### config.mk
export PLATFORM = sky130hd
export DESIGN_NAME = scp_core_flat
export DESIGN_NICKNAME = d
export VERILOG_FILES = /design/src/rtl/scp_core_if.sv /design/src/rtl/scp_core.sv /design/src/flat_wrapper.sv
export SDC_FILE = /design/constraint.sdc
export NUM_CORES = 2
export LEC_CHECK = 0
export BUFFER_PORTS_ARGS = -buffer_cell sky130_fd_sc_hd__clkbuf_2
export CELL_PAD_IN_SITES_DETAIL_PLACEMENT = 0
export CELL_PAD_IN_SITES_GLOBAL_PLACEMENT = 1
export CORE_UTILIZATION = 52
export DETAILED_ROUTE_END_ITERATION = 6
export PLACE_DENSITY = 0.89
export SYNTH_ARGS = -nofsm -noshare
export SYNTH_HDL_FRONTEND = slang
export SYNTH_SLANG_ARGS = --single-unit
export TNS_END_PERCENT = 10
### constraint.sdc
create_clock -name clk -period 11.5 [get_ports clk]
set_clock_uncertainty 0.15 [all_clocks]
set_input_delay 2.3 -clock clk [delete_from_list [all_inputs] [get_ports clk]]
set_output_delay 2.3 -clock clk [all_outputs]
set_load 0.05 [all_outputs]
### src/rtl/scp_core_if.sv
// Bus between the single-cycle core and its instruction/data memories.
// The core is the master: it drives PC and the data-memory request, the memories answer combinationally.
interface scp_core_if;
   logic [31:0] PC;
   logic [31:0] Instr;
   logic        MemWrite;
   logic [31:0] ALUResult;
   logic [31:0] WriteData;
   logic [31:0] ReadData;

   modport master (
      output PC,
      output MemWrite,
      output ALUResult,
      output WriteData,
      input  Instr,
      input  ReadData
   );

   modport slave (
      input  PC,
      input  MemWrite,
      input  ALUResult,
      input  WriteData,
      output Instr,
      output ReadData
   );
endinterface

### src/rtl/scp_core.sv
// Single-cycle RV32I-subset core: lw, sw, R-type add/sub/and/or/slt, addi/andi/ori/slti, beq, jal.
// Every instruction is decoded, executed and retired in the cycle it is presented on Instr.
module scp_core (
   input  logic       clk,
   input  logic       reset,
   scp_core_if.master bus
);

   typedef enum logic [6:0] {
      OP_LW  = 7'b0000011,
      OP_SW  = 7'b0100011,
      OP_R   = 7'b0110011,
      OP_I   = 7'b0010011,
      OP_BEQ = 7'b1100011,
      OP_JAL = 7'b1101111
   } opcode_t;

   typedef enum logic [2:0] {
      ALU_ADD,
      ALU_SUB,
      ALU_AND,
      ALU_OR,
      ALU_SLT,
      ALU_ZERO
   } alu_op_t;

   logic [31:0] pc;
   logic [31:0] regs [32];

   logic [6:0]  opcode;
   logic [2:0]  funct3;
   logic [4:0]  rs1;
   logic [4:0]  rs2;
   logic [4:0]  rd;
   logic        is_lw, is_sw, is_r, is_i, is_beq, is_jal;
   logic [31:0] imm_i, imm_s, imm_b, imm_j;
   logic [31:0] rs1_val, rs2_val;
   logic [31:0] src_b;
   alu_op_t     alu_op;
   logic [31:0] alu_result;
   logic        reg_write;
   logic [31:0] result;
   logic [31:0] pc_plus4;
   logic [31:0] next_pc;

   assign opcode = bus.Instr[6:0];
   assign funct3 = bus.Instr[14:12];
   assign rs1    = bus.Instr[19:15];
   assign rs2    = bus.Instr[24:20];
   assign rd     = bus.Instr[11:7];

   assign is_lw  = (opcode == OP_LW);
   assign is_sw  = (opcode == OP_SW);
   assign is_r   = (opcode == OP_R);
   assign is_i   = (opcode == OP_I);
   assign is_beq = (opcode == OP_BEQ);
   assign is_jal = (opcode == OP_JAL);

   assign imm_i = {{20{bus.Instr[31]}}, bus.Instr[31:20]};
   assign imm_s = {{20{bus.Instr[31]}}, bus.Instr[31:25], bus.Instr[11:7]};
   assign imm_b = {{20{bus.Instr[31]}}, bus.Instr[7], bus.Instr[30:25], bus.Instr[11:8], 1'b0};
   assign imm_j = {{12{bus.Instr[31]}}, bus.Instr[19:12], bus.Instr[20], bus.Instr[30:21], 1'b0};

   // x0 is forced to zero on read so it never depends on the array contents
   assign rs1_val = (rs1 == 5'd0) ? 32'd0 : regs[rs1];
   assign rs2_val = (rs2 == 5'd0) ? 32'd0 : regs[rs2];

   always_comb begin
      src_b = imm_i;
      if (is_r || is_beq) begin
         src_b = rs2_val;
      end else if (is_sw) begin
         src_b = imm_s;
      end else if (is_jal) begin
         src_b = imm_j;
      end
   end

   // Only R-type honours Instr[30] as sub; addi with a negative immediate must still add
   always_comb begin
      alu_op = ALU_ADD;
      if (is_beq) begin
         alu_op = ALU_SUB;
      end else if (is_r || is_i) begin
         case (funct3)
            3'b000:  alu_op = (is_r && bus.Instr[30]) ? ALU_SUB : ALU_ADD;
            3'b010:  alu_op = ALU_SLT;
            3'b110:  alu_op = ALU_OR;
            3'b111:  alu_op = ALU_AND;
            default: alu_op = ALU_ZERO;
         endcase
      end
   end

   always_comb begin
      alu_result = 32'd0;
      case (alu_op)
         ALU_ADD:  alu_result = rs1_val + src_b;
         ALU_SUB:  alu_result = rs1_val - src_b;
         ALU_AND:  alu_result = rs1_val & src_b;
         ALU_OR:   alu_result = rs1_val | src_b;
         ALU_SLT:  alu_result = {31'd0, ($signed(rs1_val) < $signed(src_b))};
         default:  alu_result = 32'd0;
      endcase
   end

   assign pc_plus4  = pc + 32'd4;
   assign reg_write = !reset && (is_r || is_i || is_lw || is_jal);

   always_comb begin
      result = alu_result;
      if (is_lw) begin
         result = bus.ReadData;
      end else if (is_jal) begin
         result = pc_plus4;
      end
   end

   always_comb begin
      next_pc = pc_plus4;
      if (is_jal) begin
         next_pc = pc + imm_j;
      end else if (is_beq && (alu_result == 32'd0)) begin
         next_pc = pc + imm_b;
      end
   end

   always_ff @(posedge clk) begin
      if (reset) begin
         pc <= 32'd0;
         for (int i = 0; i < 32; i++) begin
            regs[i] <= 32'd0;
         end
      end else begin
         pc <= next_pc;
         if (reg_write && (rd != 5'd0)) begin
            regs[rd] <= result;
         end
      end
   end

   assign bus.PC        = pc;
   assign bus.MemWrite  = is_sw && !reset;
   assign bus.ALUResult = alu_result;
   assign bus.WriteData = rs2_val;

endmodule

### src/flat_wrapper.sv
// flat-port wrapper written by rule: the top's interface ports become plain ports
module scp_core_flat 
  (clk, reset, bus_PC, bus_MemWrite, bus_ALUResult, bus_WriteData, bus_Instr, bus_ReadData);
  scp_core_if bus_i ();
  input  logic clk;
  input  logic reset;
  output wire logic [$bits(bus_i.PC)-1:0] bus_PC;
  output wire logic [$bits(bus_i.MemWrite)-1:0] bus_MemWrite;
  output wire logic [$bits(bus_i.ALUResult)-1:0] bus_ALUResult;
  output wire logic [$bits(bus_i.WriteData)-1:0] bus_WriteData;
  input wire logic [$bits(bus_i.Instr)-1:0] bus_Instr;
  input wire logic [$bits(bus_i.ReadData)-1:0] bus_ReadData;
  assign bus_PC = bus_i.PC;
  assign bus_MemWrite = bus_i.MemWrite;
  assign bus_ALUResult = bus_i.ALUResult;
  assign bus_WriteData = bus_i.WriteData;
  assign bus_i.Instr = bus_Instr;
  assign bus_i.ReadData = bus_ReadData;
  scp_core u_core (.clk(clk), .reset(reset), .bus(bus_i));
endmodule
==> metrics.cfg <==
[sta]
finalSetupViolations=0
final.setup.tns_ns=0
min_period_over_period_pct=96.5
whs_ns=0.675
rsz0062_at_grt=false
max_freq_mhz=90.1
worstMarginPinSlew_ns=1.40
hold_viol_final=0
maxSlewViolCount=0
slew_headroom_pct=6.61
period_minus_slack_ns=11.09

[cts]
path_clk_slew_ns=0.06
htree_levels=3
post_cts_buffers=0
cts_resized=0
clkSinkCount=1055
clk_latency_ns=0.76
clk_path_buf_depth=3
cts_tree=done
cts_root_buf=clkbuf_16
numCtsBuffers=107
cts_hold_buf=0

[detailed_routing]
num_vias=50823
via_per_inst=7.12
dr.pass1.iters=6
final_antenna_net_count=0
drtIter0Drc=7364
drc=0
wirelength_um=240000
routedWlPerCell_um=33.6

[logic_synthesis]
synth_edf_count=1024
yosys_warnings=0
yosysTopAreaCell=edfxtp_1
syn_avg_cell_area_sq_um=11.7
synthCells=5422
synth_area_leaders=edfxtp_1 49%, mux4_2 16%, nor2_1 7.0%
synth_area_sq_mm=0.0632
ys.flop_type=edfxtp_1
ys_ff_latch=1055
synth-seq-area-share_pct=49.6
synth_top_area_share_pct=48.7
synth.distinct_cells=88
async_flop_share_pct=0

[setup_path]
timing.rr.start=u_core.regs[18][18]
cp_slowest_stage_delay_ns=0.73
endpoint_kind=output port
cp.arrival_ns=8.64
crit_fanout=50
crit_start=bus_Instr[20]
crit_path_frequent_cell=a21oi_1
path_depth=22
start_kind=input port
cp_top_family=compound AO/OA/AOI/OAI gates
crit_chain=buf_8 -> buf_4 -> mux2_2 -> a21oi_1 -> o21ai_0 -> a21oi_1 -> nor3b_1 -> o21ai_0 -> buf_4 -> a21oi_1 -> ha_1 -> clkinv_1 -> a21oi_1 -> and3_1 -> a211o_1 -> a21oi_1 -> a2111oi_0 -> a21oi_1 -> xnor2_1 -> o21ai_0 -> buf_4 -> buf_12
r2r_cells=21
worstSetupPathType=in -> out
crit_buf_inv=6
crit_slowest_cell=buf_4
required_ns=9.05

[cells_and_area]
nets=5650
final_common_cell=nor2_1
final_cell_mix=1170 x nor2_1, 1024 x edfxtp_1, 448 x mux4_2, 288 x a21oi_1, 216 x mux2i_1
drive_gt1_share_pct=21.4
area_growth_syn_to_layout_pct=11.9

[grt]
overflow=0
grt_pass1_wl_um=341000
grt_max_degree=87
antenna_found_initial=10
grt_util_all_layers_pct=38.8
grt_pass1_vias=49634

[power]
leakage_nw=26.1
peakVddDrop_uv=136
p_per_area_mw_per_mm2=154

[floorplanning]
initial_core_util_pct=52.6
rows=127
num_io_pins=163
fp.dieH_um=351
coreArea_sq_mm=0.120
die_w_um=351
design.die.area_sq_mm=0.123

[placed_design]
io_buffers=161
dp_hpwl_um=148000
place_congestion=0.997

[run_status]
outcome=finished, final reports clean

[worst_hold_path]
hp-class=reg -> reg
hold_depth=4
holdCritStartpoint=u_core.bus.PC[20]

[flow_run]
cap_violations=0

power breakdown:
part	internal [mW]	leakage (nW)	switching, mW	total (mW)
combinational	0.831	13.5	1.90	2.73
clock	2.16	1.80	1.57	3.73
sequential	4.34	10.8	0.0765	4.42
total	7.33	26.1	3.54	10.9
final timing paths:
path | slack (ns) | endpoint
max | 0.41 | bus_ALUResult[26]
min reg2reg | 0.68 | u_core.bus.PC[20]
min | 0.68 | u_core.bus.PC[20]
max reg2reg | 3.83 | u_core.bus.PC[22]
registers in the layout, summed over array words and instances (netlist names):
signal and flops:
u_core.bus.PC 31, u_core.regs 1024
Yosys cell counts, types with 32 or more instances:
| library cell | number |
|---|---|
| nor2_1 | 1174 |
| edfxtp_1 | 1024 |
| mux4_2 | 448 |
| clkbuf_1 | 434 |
| a21oi_1 | 293 |
| nand2_1 | 238 |
| mux2i_1 | 216 |
| o21ai_0 | 195 |
| inv_1 | 160 |
| ha_1 | 141 |
| nor3_1 | 89 |
| o22ai_1 | 73 |
| o221ai_1 | 69 |
| mux2_2 | 64 |
| xnor2_1 | 61 |
| nand3_1 | 55 |
| nand2b_1 | 49 |
| buf_1 | 42 |
| a221oi_1 | 37 |
| nor3b_1 | 37 |
| a211oi_1 | 36 |
| a21o_1 | 33 |
| xor2_1 | 32 |
kinds of logic (layout without fill, tap and decap cells):
family,count (synthesis),after routing,share of synthesized area (%)
DFF,1055,1055,49.6
other,1,36,0.00593
buffers and inverters,656,725,3.95
adders and majority gates,145,145,2.92
and+or+nand+nor,1812,1812,12.3
xor gates and xnor gates,93,93,1.29
muxes,728,728,20.5
AOI/OAI and AO/OA,932,932,9.40
worst reg2reg max path, stage by stage (launching register included):
cell and delay (ns):
edfxtp_1 0.35, mux2_2 0.15, a21oi_1 0.06, o21ai_0 0.12
a21oi_1 0.10, nor3b_1 0.80, o21ai_0 0.43, a21oi_1 0.31
ha_1 0.61, nand2_1 0.23, nor4_1 0.56, o21ai_0 0.18
a21oi_1 0.42, o31ai_1 0.15, a221oi_1 0.30, xnor2_1 0.11
a22oi_1 0.16, buf_4 0.18, o211a_1 0.42, clkinv_1 0.60
nor4_1 0.90, a2111oi_0 0.24
layout make-up:
cell class / instances / area, sq um
inverters: 162 / 608
diodes: 3 / 7.51
clock buffers: 114 / 2730
fillers: 9476 / 49400
multi-input cells: 3743 / 30200
clock inverters: 79 / 958
repair buffers: 370 / 2820
well taps: 1612 / 2020
flip-flops and latches: 1055 / 31400
layer usage:
layer / track usage (%) / up-vias / routed length, um
met5: 0.314 / - / 161
met4: 23.5 / 14 / 16800
met3: 11.6 / 1043 / 36100
met2: 59.7 / 4493 / 108000
met1: 48.2 / 24848 / 78900
li1: - / 20425 / -
per-stage QoR:
stage                     setup WS, ns  utilization [%]  instance area (sq um)  cells  power (mW)
final                            0.405             58.9                  70700   7138        10.9
after global routing             0.123             58.9                  70700   7137        11.1
after CTS                        0.687             58.9                  70700   7135        10.8
after detailed placement         0.712             55.8                  67000   6942        7.12
after global placement           0.715             55.8                  67000   6942        7.09
after floorplan                  0.259                -                  63300   5454        6.07
Power figures use the tool's default switching activity.
